## config.mk

```make
export PLATFORM = sky130hd
export DESIGN_NAME = dm_capture_shift_update
export DESIGN_NICKNAME = d
export VERILOG_FILES = /design/src/rtl/dm_capture_shift_update.sv
export SDC_FILE = /design/constraint.sdc
export NUM_CORES = 1
export LEC_CHECK = 0
export CORE_ASPECT_RATIO = 0.5
export CORE_UTILIZATION = 49
export CTS_BUF_LIST = sky130_fd_sc_hd__clkbuf_4
export DETAILED_ROUTE_END_ITERATION = 6
export HOLD_SLACK_MARGIN = 0.08
export PLACE_DENSITY = 0.95
export SYNTH_ARGS = -nofsm -noshare
export SYNTH_HDL_FRONTEND = slang
export SYNTH_SLANG_ARGS = --single-unit
```

## constraint.sdc

```tcl
create_clock -name clk -period 3.05 [get_ports clk]
set_clock_uncertainty 0.05 [all_clocks]
set_input_delay 0.61 -clock clk [delete_from_list [all_inputs] [get_ports clk]]
set_output_delay 0.61 -clock clk [all_outputs]
set_load 0.01 [all_outputs]
```

## src/rtl/dm_capture_shift_update.sv

```systemverilog
// Capture/shift/update data register for the debug module.
// A serial shift register loaded in parallel by capture and scanned through
// tdi/tdo. A bit counter guards the shadow register: an update commits only
// after a full-width scan and otherwise raises update_err.
module dm_capture_shift_update #(
  parameter int unsigned       WIDTH     = 32,
  parameter logic [WIDTH-1:0]  RESET_VAL = '0,
  parameter bit                LSB_FIRST = 1'b1,
  parameter int unsigned       CW        = $clog2(WIDTH + 1)
) (
  input  logic             clk,
  input  logic             reset,
  input  logic             capture,
  input  logic             shift,
  input  logic             update,
  input  logic [WIDTH-1:0] cap_val,
  input  logic             tdi,
  output logic             tdo,
  output logic [WIDTH-1:0] shift_q,
  output logic [WIDTH-1:0] shadow_q,
  output logic [CW-1:0]    bit_cnt,
  output logic             full,
  output logic             update_valid,
  output logic             update_err
);

  localparam logic [CW-1:0] CNT_MAX = CW'(WIDTH);

  logic [WIDTH-1:0] shift_d;
  logic [WIDTH-1:0] shadow_d;
  logic [CW-1:0]    bit_cnt_d, bit_cnt_q;
  logic             full_d, full_q;
  logic             update_valid_d, update_valid_q;
  logic             update_err_d, update_err_q;

  // Serial output is the bit that leaves on the next shift.
  assign tdo = LSB_FIRST ? shift_q[0] : shift_q[WIDTH-1];

  assign bit_cnt      = bit_cnt_q;
  assign full         = full_q;
  assign update_valid = update_valid_q;
  assign update_err   = update_err_q;

  // Next state: capture beats shift; update sees pre-edge register and count.
  always_comb begin
    shift_d        = shift_q;
    shadow_d       = shadow_q;
    bit_cnt_d      = bit_cnt_q;
    update_valid_d = 1'b0;
    update_err_d   = 1'b0;

    if (capture) begin
      shift_d   = cap_val;
      bit_cnt_d = '0;
    end else if (shift) begin
      if (LSB_FIRST) begin
        shift_d = {tdi, shift_q[WIDTH-1:1]};
      end else begin
        shift_d = {shift_q[WIDTH-2:0], tdi};
      end
      if (bit_cnt_q != CNT_MAX) begin
        bit_cnt_d = bit_cnt_q + CW'(1);
      end
    end

    if (update) begin
      if (full_q) begin
        shadow_d       = shift_q;
        update_valid_d = 1'b1;
      end else begin
        update_err_d   = 1'b1;
      end
    end

    full_d = (bit_cnt_d == CNT_MAX);
  end

  // State registers with synchronous reset taking priority.
  always_ff @(posedge clk) begin
    if (reset) begin
      shift_q        <= RESET_VAL;
      shadow_q       <= RESET_VAL;
      bit_cnt_q      <= '0;
      full_q         <= 1'b0;
      update_valid_q <= 1'b0;
      update_err_q   <= 1'b0;
    end else begin
      shift_q        <= shift_d;
      shadow_q       <= shadow_d;
      bit_cnt_q      <= bit_cnt_d;
      full_q         <= full_d;
      update_valid_q <= update_valid_d;
      update_err_q   <= update_err_d;
    end
  end

endmodule

```

==> qor.json, run 1 <==
{
  "run_status": {
    "outcome": "finished clean"
  },
  "final_layout": {
    "final_net_count": 504,
    "most-common-layout-cells": "108 x sky130_fd_sc_hd__clkdlybuf4s50_1, 74 x sky130_fd_sc_hd__nor2_1, 73 x sky130_fd_sc_hd__dfxtp_1",
    "layout-drive-gt1-share": 0.0577,
    "most_common_cell_after_layout_fill_and_taps_aside": "sky130_fd_sc_hd__clkdlybuf4s50_1",
    "stdcell_area_sq_um": 4260,
    "diodes": 0,
    "fin_util": 0.750,
    "area_delta_synth_final_pct": 42.1
  },
  "grt": {
    "first_global_vias": 2657,
    "grt_start_max_net_pins": 67,
    "antenna_found_initial": 0,
    "grt_pass1_wl_mm": 12.3,
    "track_usage": 0.244,
    "overflow": 0
  },
  "setup_path": {
    "cp_cell_sequence": "clkdlybuf4s50_1",
    "critPathTopFamily": "buffers and inverters",
    "cp_data_arrival_time_ps": 1570,
    "r2r_start": "bit_cnt[0]$_SDFF_PP0_",
    "timing.critical_path.fanout_max": 7,
    "slowest_delay_ps": 600,
    "crit-reg2reg-capture": "full$_SDFF_PP0_",
    "critPathBufInv": 1,
    "crit_cells": 1,
    "count_of_cells_along_the_worst_register_to_register_path": 6,
    "crit_path_top_delay_cell": "sky130_fd_sc_hd__clkdlybuf4s50_1",
    "setup.worst_path.start_class": "register",
    "rrSetupSlack_ps": 1430,
    "endpoint_kind": "output port",
    "worst-setup-path-type": "register to output port",
    "cp_data_required_time_ps": 2390
  },
  "logic_synthesis": {
    "mappedNetlistNets": 405,
    "synth.yosys.seq_area_share": 0.488,
    "ys_ff_latch": 73,
    "synth.yosys.warnings": 0,
    "avgSynthCellArea_sq_um": 8.21,
    "syn_inst": 365,
    "ys_types": 26,
    "synth.cell_area_sq_um": 3000
  },
  "sta": {
    "grt_setup_unrepaired": "no",
    "timing_worst_slew_pin_value_ps": 1090,
    "finalHoldViolations": 0,
    "max_clock_freq_mhz": 448,
    "timing.final.max_slew_violations": 0,
    "setup_viol_count_final": 0,
    "finalCriticalPeriod_ps": 2230,
    "timing.slew.headroom": 0.275,
    "fin_setup_tns_ps": 0,
    "finalCritPeriodShare": 0.731
  },
  "floorplanning": {
    "placeableCoreArea_sq_um": 5680,
    "floorplan.initialDensity": 0.527,
    "core.rowCount": 19,
    "die_area_sq_um": 6450,
    "pin_count": 112,
    "die_h_um": 57.3,
    "die_width_um": 113
  },
  "route": {
    "met2WireLength_mm": 3.90,
    "totalWireLength_mm": 7.80,
    "detail_route.iter0.violations": 179,
    "met3_wirelength_um": 392,
    "dr.pass1.iters": 4,
    "post-route-drc-count": 0,
    "route.detailed.wl_per_inst_um": 14.4,
    "vias": 2860,
    "highest-signal-layer": "met4",
    "via_per_inst": 5.29,
    "drtAntennaViolNets": 0,
    "route.layer.met1.wl_mm": 3.23
  },
  "pwr": {
    "ir_drop_mv": 0.238,
    "power_mw": 1.92,
    "power_density_nw_per_um2": 450,
    "leakage_nw": 1.61
  },
  "clocking": {
    "cts_resized": 0,
    "cts_made_buffers": 9,
    "cts-root-buf": "sky130_fd_sc_hd__clkbuf_4",
    "postCtsSetupRepairBufs": 0,
    "clock_tree.buffer_depth": 2,
    "cts.sink_count": 73,
    "clk_pin_slew_ps": 120,
    "worst_skew_pair.late_latency_ps": 440,
    "tritoncts": "yes",
    "post_cts_hold_buffer_count": 0,
    "ctsHtreeMaxLevel": 3
  },
  "min_path": {
    "hold_path.startpoint": "shadow_q[19]$_SDFFE_PP0P_",
    "hold_path.class": "register to register",
    "worstHoldEndpoint": "shadow_q[19]$_SDFFE_PP0P_",
    "timing.hold.worst_path_depth": 2
  },
  "placed_design": {
    "final_replace_weighted_congestion": 0.793,
    "place.port_buffers": 111,
    "dp.final_hpwl_mm": 5.04,
    "dpl-instance-area_sq_um": 4100
  },
  "job": {
    "max_cap_viol_count": 0
  }
}
==> worst max-delay path by stage <==
stage / from / endpoint / slack [ps]
2_1_floorplan: capture / shift_q[26]$_SDFFE_PP0P_ / 1510
6_report: bit_cnt[3]$_SDFF_PP0_ / bit_cnt[3] / 820
4_1_cts: bit_cnt[3]$_SDFF_PP0_ / bit_cnt[3] / 820
5_1_grt: bit_cnt[3]$_SDFF_PP0_ / bit_cnt[3] / 760
3_5_place_dp: update / shadow_q[0]$_SDFFE_PP0P_ / 950
3_3_place_gp: capture / full$_SDFF_PP0_ / 1050
==> flip-flops by register name, summed over array words and instances (netlist names) <==
name          flops
full              1
shadow_q         32
update_err        1
update_valid      1
bit_cnt           6
shift_q          32
==> cell usage after synthesis <==
cell type,count,area (sq um)
sky130_fd_sc_hd__and3_1,2,12.5
sky130_fd_sc_hd__nor2b_2,1,8.76
sky130_fd_sc_hd__o31ai_4,1,21.3
sky130_fd_sc_hd__or2_2,1,6.26
sky130_fd_sc_hd__ha_1,2,25.0
sky130_fd_sc_hd__mux2i_1,34,340
sky130_fd_sc_hd__xor2_1,3,26.3
sky130_fd_sc_hd__dfxtp_1,73,1460
sky130_fd_sc_hd__buf_2,3,15.0
sky130_fd_sc_hd__a311oi_1,1,8.76
sky130_fd_sc_hd__a221oi_1,1,8.76
sky130_fd_sc_hd__nor4_2,1,12.5
sky130_fd_sc_hd__buf_1,3,11.3
sky130_fd_sc_hd__nor3_1,1,5.00
sky130_fd_sc_hd__nand3b_4,1,20.0
sky130_fd_sc_hd__nor3b_1,1,7.51
sky130_fd_sc_hd__a21o_1,1,7.51
sky130_fd_sc_hd__nand2_1,67,251
sky130_fd_sc_hd__buf_4,5,37.5
sky130_fd_sc_hd__nor2_1,74,278
sky130_fd_sc_hd__clkbuf_1,16,60.1
sky130_fd_sc_hd__inv_1,2,7.51
sky130_fd_sc_hd__xnor2_1,1,8.76
sky130_fd_sc_hd__nand4_1,3,18.8
sky130_fd_sc_hd__a21oi_1,66,330
sky130_fd_sc_hd__and2_1,1,6.26
==> cell families (layout without fill, tap and decap cells) <==
logic type      Yosys count  after routing  synth area share
simple gates            153            153             0.209
flops                    73             73             0.488
compound gates           70             70             0.126
mux                      34             34             0.114
buf+inv                  29            132            0.0438
xor+xnor                  4              4            0.0117
fa+ha+maj                 2              2           0.00835
==> area by class of cell <==
class                      count  area (sq um)
clock buffer                  10          75.1
inverter                       2          7.51
sequential                    73          1460
timing repair buffer         115          1140
multi-input combinational    263          1400
fill                         365          1420
clock inverter                 5          81.3
tap                           73          91.3
==> report_power, final <==
part / internal [mW] / switching, mW
Clock: 0.337 / 0.342
Combinational: 0.127 / 0.103
Sequential: 0.979 / 0.0293
==> per-stage QoR <==
stage / hold WS (ps) / cells / setup slack, ps
after floorplan: 431 / 365 / 1510
after global routing: 429 / 541 / 762
after detailed placement: 395 / 526 / 954
final: 410 / 541 / 820
after CTS: 413 / 541 / 817
after global placement: 391 / 526 / 1050
==> routing by layer <==
metal	global-route usage	vias up
met2	0.427	89
met3	0.0648	30
met5	0	-
met4	0.141	0
li1	-	1413
met1	0.276	1328
Note: power is estimated with default switching activity, not from simulation.
==> run 2, diff against run 1 <==
CORE_UTILIZATION = 46   (was 49)
PLACE_DENSITY = 0.92   (was 0.95)
clock period = 2.13 ns   (was 3.05 ns; I/O delays follow)
==> qor.json, run 2 (same netlist as run 1, synthesis figures left out) <==
{
  "sta": {
    "finalCriticalPeriod_ps": 2000,
    "timing.final.max_slew_violations": {"value": 0, "change": "unchanged"},
    "max_clock_freq_mhz": 499,
    "finalHoldViolations": {"value": 0, "change": "unchanged"},
    "fin_setup_tns": {"value": 0, "unit": "ps", "change": "unchanged"},
    "finalCritPeriodShare": 0.941,
    "timing.slew.headroom": {"value": 0.548, "change": "+0.273"},
    "timing_worst_slew_pin_value": {"value": 678, "unit": "ps", "change": "-409 ps"},
    "setup_viol_count_final": {"value": 0, "change": "unchanged"},
    "grt_setup_unrepaired": "no"
  },
  "floorplanning": {
    "floorplan.initialDensity": {"value": 0.485, "change": "-0.0426"},
    "die_h": {"value": 59.1, "unit": "um", "change": "+3.1%"},
    "core.rowCount": {"value": 20, "change": "+1"},
    "placeableCoreArea": {"value": 6180, "unit": "sq um", "change": "+8.8%"},
    "pin_count": {"value": 112, "change": "unchanged"},
    "die_width": {"value": 116, "unit": "um", "change": "+3.2%"},
    "die_area": {"value": 6860, "unit": "sq um", "change": "+6.3%"}
  },
  "setup_path": {
    "cp_data_required_time": {"value": 1650, "unit": "ps", "change": "-740 ps"},
    "slowest_delay": {"value": 600, "unit": "ps", "change": "about the same"},
    "crit_path_top_delay_cell": "sky130_fd_sc_hd__clkdlybuf4s50_1",
    "cp_cell_sequence": "clkdlybuf4s50_1",
    "cp_data_arrival_time": {"value": 1530, "unit": "ps", "change": "-40 ps"},
    "timing.critical_path.fanout_max": {"value": 7, "change": "unchanged"},
    "critPathTopFamily": "buffers and inverters",
    "setup.worst_path.start_class": "register",
    "worst-setup-path-type": "register to output port",
    "endpoint_kind": "output port",
    "rrSetupSlack": {"value": 470, "unit": "ps", "change": "-960 ps"},
    "critPathBufInv": {"value": 1, "change": "unchanged"}
  },
  "final_layout": {
    "most_common_cell_after_layout_fill_and_taps_aside": "sky130_fd_sc_hd__clkdlybuf4s50_1",
    "n_fill_cell": {"value": 470, "change": "+29%"},
    "final_net_count": {"value": 507, "change": "+0.60%"},
    "multi_input_area": {"value": 1400, "unit": "sq um", "change": "unchanged"},
    "diodes": {"value": 0, "change": "unchanged"},
    "area_delta_synth_final_pct": 43.2,
    "layout-drive-gt1-share": {"value": 0.0636, "change": "+0.00587"},
    "stdcell_area": {"value": 4290, "unit": "sq um", "change": "+0.73%"},
    "most-common-layout-cells": "108 x sky130_fd_sc_hd__clkdlybuf4s50_1, 74 x sky130_fd_sc_hd__nor2_1, 73 x sky130_fd_sc_hd__dfxtp_1",
    "area.sequential": {"value": 1460, "unit": "sq um", "change": "unchanged"}
  },
  "clocking": {
    "cts.sink_count": {"value": 73, "change": "unchanged"},
    "clk_pin_slew": {"value": 110, "unit": "ps", "change": "about the same"},
    "cts_made_buffers": {"value": 9, "change": "unchanged"},
    "worst_skew_pair.late_latency": {"value": 410, "unit": "ps", "change": "-30 ps"},
    "ctsHtreeMaxLevel": {"value": 3, "change": "unchanged"},
    "clock_tree.buffer_depth": {"value": 2, "change": "unchanged"},
    "cts-root-buf": "sky130_fd_sc_hd__clkbuf_4",
    "post_cts_hold_buffer_count": {"value": 0, "change": "unchanged"},
    "tritoncts": "yes",
    "postCtsSetupRepairBufs": {"value": 0, "change": "unchanged"},
    "cts_resized": {"value": 0, "change": "unchanged"}
  },
  "grt": {
    "first_global_vias": {"value": 2469, "change": "-7.1%"},
    "grt_pass1_wl": {"value": 11.8, "unit": "mm", "change": "-4.1%"},
    "grt_start_max_net_pins": {"value": 67, "change": "unchanged"},
    "overflow": {"value": 0, "change": "unchanged"},
    "track_usage": {"value": 0.223, "change": "-0.0207"},
    "antenna_found_initial": {"value": 0, "change": "unchanged"}
  },
  "min_path": {
    "hold_path.class": "primary input to register"
  },
  "pwr": {
    "ir_drop": {"value": 0.299, "unit": "mV", "change": "+26%"},
    "power": {"value": 2.61, "unit": "mW", "change": "+36%"},
    "leakage": {"value": 1.61, "unit": "nW", "change": "+0.56%"},
    "power_density": {"value": 607, "unit": "nW/um^2", "change": "+35%"}
  },
  "run_status": {
    "outcome": "finished clean"
  },
  "route": {
    "via_per_inst": {"value": 4.98, "change": "-5.7%"},
    "dr.pass1.iters": {"value": 4, "change": "unchanged"},
    "route.detailed.wl_per_inst": {"value": 13.3, "unit": "um", "change": "-7.9%"},
    "drtAntennaViolNets": {"value": 0, "change": "unchanged"},
    "detail_route.iter0.violations": {"value": 181, "change": "+1.1%"},
    "vias": {"value": 2791, "change": "-2.4%"},
    "totalWireLength": {"value": 7.44, "unit": "mm", "change": "-4.6%"},
    "post-route-drc-count": {"value": 0, "change": "unchanged"}
  },
  "placed_design": {
    "dpl-instance-area": {"value": 4160, "unit": "sq um", "change": "+1.3%"},
    "dp.final_hpwl": {"value": 5.15, "unit": "mm", "change": "+2.2%"},
    "final_replace_weighted_congestion": {"value": 0.767, "change": "-3.2%"},
    "place.port_buffers": {"value": 111, "change": "unchanged"}
  },
  "job": {
    "max_cap_viol_count": {"value": 0, "change": "unchanged"}
  }
}
run 2: changes by cell type in the layout (fill, tap and decap cells not counted), sizes merged:
cell | previous run | this run
bufinv | 2 | 1
clkinvlp | 1 | 2
clkinv | 2 | 3
buf | 7 | 10
run 2: layer usage:
metal,track usage,vias to the layer above,wire (um)
met2,0.378,72,3630
li1,-,1419,-
met3,0.0532,17,313
met1,0.275,1283,3310
met4,0.104,0,193
met5,0,-,0
run 2: power by group:
| part | switching, mW | internal [mW] | leakage [nW] | total, mW |
|---|---|---|---|---|
| clock | 0.471 | 0.363 | 0.0698 | 0.834 |
| combinational | 0.144 | 0.184 | 0.951 | 0.328 |
| sequential | 0.0414 | 1.40 | 0.594 | 1.44 |
run 2: stage by stage:
step / util / setup WS [ps] / hold slack (ps) / std cells
finish: 0.694 / 127 / 349 / 560
global route: 0.694 / 59.6 / 329 / 560
global placement: 0.672 / 452 / 391 / 544
detailed placement: 0.672 / 422 / 396 / 544
floorplan: - / 624 / 431 / 365
CTS: 0.694 / 110 / 327 / 560
run 2: area by class of cell:
| class | instances | area share |
|---|---|---|
| Multi-Input combinational cell | 263 | 0.327 |
| Inverter | 2 | 0.00175 |
| Timing Repair Buffer | 118 | 0.274 |
| Tap cell | 88 | 0.0257 |
| Clock inverter | 6 | 0.0137 |
| Clock buffer | 10 | 0.0175 |
| Sequential cell | 73 | 0.341 |
run 2: final timing paths:
kind	start	to	cells after the start
worst max-delay path	bit_cnt[3]$_SDFF_PP0_	bit_cnt[3]	1
worst min-delay path	reset	bit_cnt[0]$_SDFF_PP0_	3
worst max register to register	bit_cnt[0]$_SDFF_PP0_	full$_SDFF_PP0_	6
worst min register to register	shadow_q[12]$_SDFFE_PP0P_	shadow_q[12]$_SDFFE_PP0P_	2
run 2: worst reg2reg max path, cell delays in order (launching register included):
cell                       delay (ps)
sky130_fd_sc_hd__dfxtp_1          500
sky130_fd_sc_hd__inv_1            140
sky130_fd_sc_hd__ha_1             270
sky130_fd_sc_hd__nand3b_4         100
sky130_fd_sc_hd__nor3_1            50
sky130_fd_sc_hd__a221oi_1         370
sky130_fd_sc_hd__nor4_2            80
